==> src/rtl/alu_result_stage_if.sv <==
// ---------------------------------------------------------------------------
// alu_result_stage_if
// Signal bundle between the ALU result stage and its neighbours.
//   master : upstream ALU / downstream consumer / status reader (testbench side)
//   slave  : alu_result_stage itself
// Upstream   : in_valid, in_ready, in_result, in_cout, in_s1, in_s0,
//              in_a_msb, in_b_msb
// Downstream : out_valid, out_ready, out_result, out_flags {Z,N,C,V}
// Status     : sticky_c, sticky_v, sticky_clr, result_cnt
// Optional (macro ALU_RESULT_PARITY_EN): out_parity, parity_err
// ---------------------------------------------------------------------------
interface alu_result_stage_if #(
  parameter int CNT_W = 16
);
  logic             in_valid;
  logic             in_ready;
  logic [15:0]      in_result;
  logic             in_cout;
  logic             in_s1;
  logic             in_s0;
  logic             in_a_msb;
  logic             in_b_msb;
  logic             out_valid;
  logic             out_ready;
  logic [15:0]      out_result;
  logic [3:0]       out_flags;
  logic             sticky_c;
  logic             sticky_v;
  logic             sticky_clr;
  logic [CNT_W-1:0] result_cnt;
`ifdef ALU_RESULT_PARITY_EN
  logic             out_parity;
  logic             parity_err;
`endif

  modport master (
    output in_valid, in_result, in_cout, in_s1, in_s0, in_a_msb, in_b_msb,
    output out_ready, sticky_clr,
    input  in_ready, out_valid, out_result, out_flags,
    input  sticky_c, sticky_v, result_cnt
`ifdef ALU_RESULT_PARITY_EN
    , input out_parity, parity_err
`endif
  );

  modport slave (
    input  in_valid, in_result, in_cout, in_s1, in_s0, in_a_msb, in_b_msb,
    input  out_ready, sticky_clr,
    output in_ready, out_valid, out_result, out_flags,
    output sticky_c, sticky_v, result_cnt
`ifdef ALU_RESULT_PARITY_EN
    , output out_parity, parity_err
`endif
  );
endinterface

==> src/rtl/alu_result_stage.sv <==
// ---------------------------------------------------------------------------
// alu_result_stage
// Registered output stage behind the 16-bit ALU. Each accepted result is
// stored with its {Z,N,C,V} flags in a 2-entry FIFO and presented on a
// valid/ready output. Sticky carry/overflow and a popped-result counter
// (wraps modulo 2^CNT_W) are maintained alongside.
// Ports:
//   clk   : rising-edge clock
//   rst_n : asynchronous active-low reset
//   bus   : alu_result_stage_if.slave (handshakes, data, flags, status)
// Optional feature macro ALU_RESULT_PARITY_EN: stores even parity per entry,
// drives bus.out_parity and a one-cycle bus.parity_err pulse on a pop whose
// stored parity disagrees with the stored result.
// ---------------------------------------------------------------------------
module alu_result_stage #(
  parameter int CNT_W = 16
) (
  input  logic            clk,
  input  logic            rst_n,
  alu_result_stage_if.slave bus
);
  logic [15:0]      r_result [2];
  logic [3:0]       r_flags  [2];
  logic             r_wptr;
  logic             r_rptr;
  logic [1:0]       r_count;
  logic             r_in_ready;
  logic             r_sticky_c;
  logic             r_sticky_v;
  logic [CNT_W-1:0] r_cnt;

  logic             w_push;
  logic             w_pop;
  logic [1:0]       w_count_nxt;
  logic             w_z;
  logic             w_n;
  logic             w_c;
  logic             w_v;

  // in_ready is registered, so it alone gates pushes; no full check needed here
  assign w_push = bus.in_valid & r_in_ready;
  assign w_pop  = (r_count != 2'd0) & bus.out_ready;

  always_comb begin
    w_z = (bus.in_result == 16'h0000);
    w_n = bus.in_result[15];
    w_c = 1'b0;
    w_v = 1'b0;
    case ({bus.in_s1, bus.in_s0})
      2'b10: begin
        w_c = bus.in_cout;
        w_v = (bus.in_a_msb == bus.in_b_msb) & (bus.in_result[15] != bus.in_a_msb);
      end
      2'b11: begin
        // C=1 means no borrow; b_msb is the uninverted operand
        w_c = bus.in_cout;
        w_v = (bus.in_a_msb != bus.in_b_msb) & (bus.in_result[15] != bus.in_a_msb);
      end
      default: begin
        w_c = 1'b0;
        w_v = 1'b0;
      end
    endcase
  end

  always_comb begin
    w_count_nxt = r_count;
    if (w_push && !w_pop) begin
      w_count_nxt = r_count + 2'd1;
    end else if (!w_push && w_pop) begin
      w_count_nxt = r_count - 2'd1;
    end
  end

  always_ff @(posedge clk or negedge rst_n) begin
    if (!rst_n) begin
      for (int i = 0; i < 2; i++) begin
        r_result[i] <= 16'h0000;
        r_flags[i]  <= 4'h0;
      end
      r_wptr     <= 1'b0;
      r_rptr     <= 1'b0;
      r_count    <= 2'd0;
      r_in_ready <= 1'b1;
      r_sticky_c <= 1'b0;
      r_sticky_v <= 1'b0;
      r_cnt      <= '0;
    end else begin
      if (w_push) begin
        r_result[r_wptr] <= bus.in_result;
        r_flags[r_wptr]  <= {w_z, w_n, w_c, w_v};
        r_wptr           <= ~r_wptr;
      end
      if (w_pop) begin
        r_rptr <= ~r_rptr;
        r_cnt  <= r_cnt + CNT_W'(1);
      end
      r_count    <= w_count_nxt;
      r_in_ready <= (w_count_nxt != 2'd2);
      // a set in the same cycle as a clear wins
      r_sticky_c <= (r_sticky_c & ~bus.sticky_clr) | (w_push & w_c);
      r_sticky_v <= (r_sticky_v & ~bus.sticky_clr) | (w_push & w_v);
    end
  end

  assign bus.in_ready   = r_in_ready;
  assign bus.out_valid  = (r_count != 2'd0);
  assign bus.out_result = r_result[r_rptr];
  assign bus.out_flags  = r_flags[r_rptr];
  assign bus.sticky_c   = r_sticky_c;
  assign bus.sticky_v   = r_sticky_v;
  assign bus.result_cnt = r_cnt;

`ifdef ALU_RESULT_PARITY_EN
  logic r_par [2];
  logic r_parity_err;

  always_ff @(posedge clk or negedge rst_n) begin
    if (!rst_n) begin
      r_par[0]     <= 1'b0;
      r_par[1]     <= 1'b0;
      r_parity_err <= 1'b0;
    end else begin
      if (w_push) begin
        r_par[r_wptr] <= ^bus.in_result;
      end
      r_parity_err <= w_pop & (r_par[r_rptr] != ^r_result[r_rptr]);
    end
  end

  assign bus.out_parity = r_par[r_rptr];
  assign bus.parity_err = r_parity_err;
`endif
endmodule

==> src/flat_wrapper.sv <==
// flat-port wrapper written by rule: the top's interface ports become plain ports
module alu_result_stage_flat 
#(
  parameter int CNT_W = 16
)
  (clk, rst_n, bus_in_valid, bus_in_result, bus_in_cout, bus_in_s1, bus_in_s0, bus_in_a_msb, bus_in_b_msb, bus_out_ready, bus_sticky_clr, bus_in_ready, bus_out_valid, bus_out_result, bus_out_flags, bus_sticky_c, bus_sticky_v, bus_result_cnt);
  alu_result_stage_if #(.CNT_W(CNT_W)) bus_i ();
  input  logic clk;
  input  logic rst_n;
  input wire logic [$bits(bus_i.in_valid)-1:0] bus_in_valid;
  input wire logic [$bits(bus_i.in_result)-1:0] bus_in_result;
  input wire logic [$bits(bus_i.in_cout)-1:0] bus_in_cout;
  input wire logic [$bits(bus_i.in_s1)-1:0] bus_in_s1;
  input wire logic [$bits(bus_i.in_s0)-1:0] bus_in_s0;
  input wire logic [$bits(bus_i.in_a_msb)-1:0] bus_in_a_msb;
  input wire logic [$bits(bus_i.in_b_msb)-1:0] bus_in_b_msb;
  input wire logic [$bits(bus_i.out_ready)-1:0] bus_out_ready;
  input wire logic [$bits(bus_i.sticky_clr)-1:0] bus_sticky_clr;
  output wire logic [$bits(bus_i.in_ready)-1:0] bus_in_ready;
  output wire logic [$bits(bus_i.out_valid)-1:0] bus_out_valid;
  output wire logic [$bits(bus_i.out_result)-1:0] bus_out_result;
  output wire logic [$bits(bus_i.out_flags)-1:0] bus_out_flags;
  output wire logic [$bits(bus_i.sticky_c)-1:0] bus_sticky_c;
  output wire logic [$bits(bus_i.sticky_v)-1:0] bus_sticky_v;
  output wire logic [$bits(bus_i.result_cnt)-1:0] bus_result_cnt;
  assign bus_i.in_valid = bus_in_valid;
  assign bus_i.in_result = bus_in_result;
  assign bus_i.in_cout = bus_in_cout;
  assign bus_i.in_s1 = bus_in_s1;
  assign bus_i.in_s0 = bus_in_s0;
  assign bus_i.in_a_msb = bus_in_a_msb;
  assign bus_i.in_b_msb = bus_in_b_msb;
  assign bus_i.out_ready = bus_out_ready;
  assign bus_i.sticky_clr = bus_sticky_clr;
  assign bus_in_ready = bus_i.in_ready;
  assign bus_out_valid = bus_i.out_valid;
  assign bus_out_result = bus_i.out_result;
  assign bus_out_flags = bus_i.out_flags;
  assign bus_sticky_c = bus_i.sticky_c;
  assign bus_sticky_v = bus_i.sticky_v;
  assign bus_result_cnt = bus_i.result_cnt;
  alu_result_stage #(.CNT_W(CNT_W)) u_core (.clk(clk), .rst_n(rst_n), .bus(bus_i));
endmodule
==> config.mk <==
export PLATFORM = sky130hd
export DESIGN_NAME = alu_result_stage_flat
export DESIGN_NICKNAME = d
export VERILOG_FILES = /design/src/rtl/alu_result_stage_if.sv /design/src/rtl/alu_result_stage.sv /design/src/flat_wrapper.sv
export SDC_FILE = /design/constraint.sdc
export NUM_CORES = 1
export LEC_CHECK = 0
export ABC_CLOCK_PERIOD_IN_PS = 3960
export BUFFER_PORTS_ARGS = -buffer_cell sky130_fd_sc_hd__clkbuf_2
export CAP_MARGIN = 20
export CORE_MARGIN = 3
export CORE_UTILIZATION = 36
export CTS_BUF_LIST = sky130_fd_sc_hd__clkbuf_4 sky130_fd_sc_hd__clkbuf_8 sky130_fd_sc_hd__clkbuf_16
export CTS_CLUSTER_DIAMETER = 80
export DETAILED_ROUTE_END_ITERATION = 12
export GPL_TIMING_DRIVEN = 0
export SYNTH_ARGS = -nofsm -noshare
export SYNTH_HDL_FRONTEND = slang
export SYNTH_SLANG_ARGS = --single-unit
==> constraint.sdc <==
create_clock -name clk -period 3.96 [get_ports clk]
set_input_delay 0.792 -clock clk [delete_from_list [all_inputs] [get_ports clk]]
set_output_delay 0.792 -clock clk [all_outputs]
set_load 0.01 [all_outputs]
==> reports/metrics.yaml <==
fin_crit_ns: 2.61
cts_tree: "built"
maxCapViolCount: 0
maxSlewViolCount: 0
cp.required_ns: 3.17
cts_buffers: 9
setup_viol: 0
avgSynthCellArea_um2: 13.0
drt_iter0_markers: 63
hold_viol_final: 0
clock-sinks: 61
core-area_um2: 7410
io_pins: 66
status: "completed"
critPathLaunchType: "flop"
fin_nets: 320
grt_pass1_wl_um: 9460
drive_gt1_share_pct: 47.8
diodes: 0
drt-pass1-iter-count: 4
final_cells: 396
worst_pin_slew_ns: 0.849
period_share_pct: 65.9
synth-seq-cells: 61
holdPathStages: 1
crit_type: "reg2out"
r2r-end: "u_core.bus.result_cnt[9]$_DFFE_PN0P_"
synthArstFlopShare_pct: 100
wl_um: 5810
die_h_um: 94.4
fin_setup_tns_ns: 0
die_w_um: 94.4
synth_edf_count: 0
grt_overflow_total: 0
yosysUniqueCellTypes: 35
ys.flop_type: "dfrtp_1"
antenna_found_initial: 0
vdd_drop_max_uv: 290
postCtsHoldBufs: 0
ff2ff_setup_slack_ns: 2.28
min_from: "u_core.bus.result_cnt[15]$_DFFE_PN0P_"
fin_skew_ns: 0.0111
rr_worst_depth: 6
die_area_um2: 8910
place_hpwl_um: 4150
syn_nets: 244
cts.htree.levels: 3
min-delay-path-class: "reg2reg"
fmax_ghz: 0.383
post_drt_via_cell_ratio: 4.65
grtUsageTotal_pct: 14.1
clockBufferDepth: 2
syn_inst: 216
p_leak_nw: 1.65
dp.cells: 380
clk_pin_slew_ns: 0.07
holdWs_ns: 0.472
max-slew-margin-rel_pct: 43.4
yosysWarningCount: 0
initial_core_util_pct: 37.9
vias: 1843
critPathArrivalTime_ns: 1.82
port_buffers: 65
final.fill_count: 708
rsz0062_at_grt: "no"
fp-row-count: 31
gp_congestion: 0.745
worst_setup_path_end_kind: "output port"
antenna_left: 0
ctsResizeCount: 0
clockRootBuffer: "clkbuf_8"
synthToLayoutAreaGrowth_pct: 23.0
grt_pass1_vias: 1874
synthesis.area_um2: 2810
avgRoutedWirePerCell_um: 14.7
grt_max_degree: 62
r2r-start: "u_core.r_count[0]$_DFF_PN0_"
power_density_nw_per_um2: 765
drc: 0
holdPathEnd: "u_core.bus.result_cnt[15]$_DFFE_PN0P_"
critPathMaxFanout: 10
post-cts-setup-buffers: 0
clk_latency_ns: 0.33
ys_seq_area_share_pct: 54.3
## layer usage
layer | routed length (um) | GRT usage, %
met1 | 2820 | 19.4
met2 | 2690 | 21.0
met3 | 185 | 3.03
met4 | 108 | 6.86
met5 | 0 | 0
## report_power, final
part | internal (mW) | total [mW] | leakage (nW) | switching, mW
Clock | 0.296 | 0.541 | 0.0957 | 0.245
Sequential | 0.868 | 1.02 | 0.752 | 0.155
Combinational | 0.601 | 1.08 | 0.803 | 0.480
Total | 1.77 | 2.65 | 1.65 | 0.881
## sequential cells by signal (all words and copies together), names as in the netlist
signal / cells
u_core.r_count: 2
u_core.bus.sticky_c: 1
u_core.r_result: 30
u_core.r_flags: 8
u_core.bus.sticky_v: 1
u_core.bus.in_ready: 1
u_core.r_wptr: 1
u_core.bus.result_cnt: 16
u_core.r_rptr: 1
## synth_stat cells, types with 2 or more instances
master     n  area [um^2]
inv_1      6         22.5
mux2_4    13          195
nand4_1    8         50.1
nor2_1     5         18.8
nand3_1    4         20.0
xnor2_1   15          131
and2_1     2         12.5
buf_6      2         22.5
xor2_1     3         26.3
buf_2      2         10.0
mux2i_1    2         20.0
nand2b_1   2         12.5
clkbuf_1   2         7.51
ha_1       2         25.0
nor4_1     4         25.0
o22ai_1    2         12.5
and4_1     2         17.5
nand2_1   22         82.6
o21ai_0    6         30.0
mux2_2    38          428
dfrtp_1   60         1500
## cell usage in the layout, fill, tap and decap left out, drive strengths merged, types with 3 or more instances in the layout
master | Yosys | layout
buf | 6 | 6
nand4 | 8 | 8
o21ai | 6 | 6
nor2 | 5 | 5
mux2 | 51 | 51
nand2b | 3 | 3
xnor2 | 15 | 15
clkinv | 0 | 3
xor2 | 3 | 3
nor4 | 4 | 4
clkbuf | 2 | 77
nand3 | 4 | 4
nand2 | 23 | 23
inv | 6 | 6
dfrtp | 60 | 60
## stage by stage
step / setup slack [ns] / util, % / total power, mW / area, um^2
global route: 1.25 / 46.7 / 2.83 / 3460
detailed placement: 1.66 / 44.0 / 2.13 / 3260
floorplan: 1.96 / - / 1.77 / 2810
global placement: 1.66 / 44.0 / 2.10 / 3260
CTS: 1.29 / 46.7 / 2.68 / 3460
finish: 1.35 / 46.7 / 2.65 / 3460
## worst max path at each step
stage / from / end / slack, ns
floorplan: u_core.r_rptr$_DFFE_PN0P_ / bus_out_result[15] / 1.96
global placement: u_core.r_rptr$_DFFE_PN0P_ / bus_out_result[15] / 1.66
detailed placement: u_core.r_rptr$_DFFE_PN0P_ / bus_out_result[15] / 1.66
CTS: u_core.r_rptr$_DFFE_PN0P_ / bus_out_result[15] / 1.29
global route: u_core.r_rptr$_DFFE_PN0P_ / bus_out_result[15] / 1.25
finish: u_core.r_rptr$_DFFE_PN0P_ / bus_out_result[15] / 1.35
## cells by family (layout without fill, tap and decap cells)
group | count (synthesis) | after routing | share of synthesized area, %
flip-flops | 61 | 61 | 54.3
AO/OA/AOI/OAI | 12 | 12 | 2.49
buffers and inverters | 14 | 95 | 3.20
multiplexers | 53 | 53 | 22.9
AND/OR/NAND/NOR | 56 | 56 | 10.6
XOR/XNOR | 18 | 18 | 5.61
adder cells (fa/ha/maj) | 2 | 2 | 0.890
## worst max-delay path: stages (launching register included)
cell      delay, ns
dfrtp_1        0.34
clkbuf_1       0.49
mux2_2         0.42
buf_4          0.14
clkbuf_2       0.12
## cell type report
cell class / instances / area (um^2) / area share [%]
well taps: 99 / 124 / 3.58
multi-input cells: 141 / 1190 / 34.5
repair buffers: 65 / 328 / 9.48
flip-flops and latches: 61 / 1530 / 44.2
plain buffers: 8 / 67.6 / 1.95
inverters: 6 / 22.5 / 0.651
clock inverters: 6 / 63.8 / 1.85
clock buffers: 10 / 131 / 3.80
No activity file was read; power rests on OpenSTA's default activity.
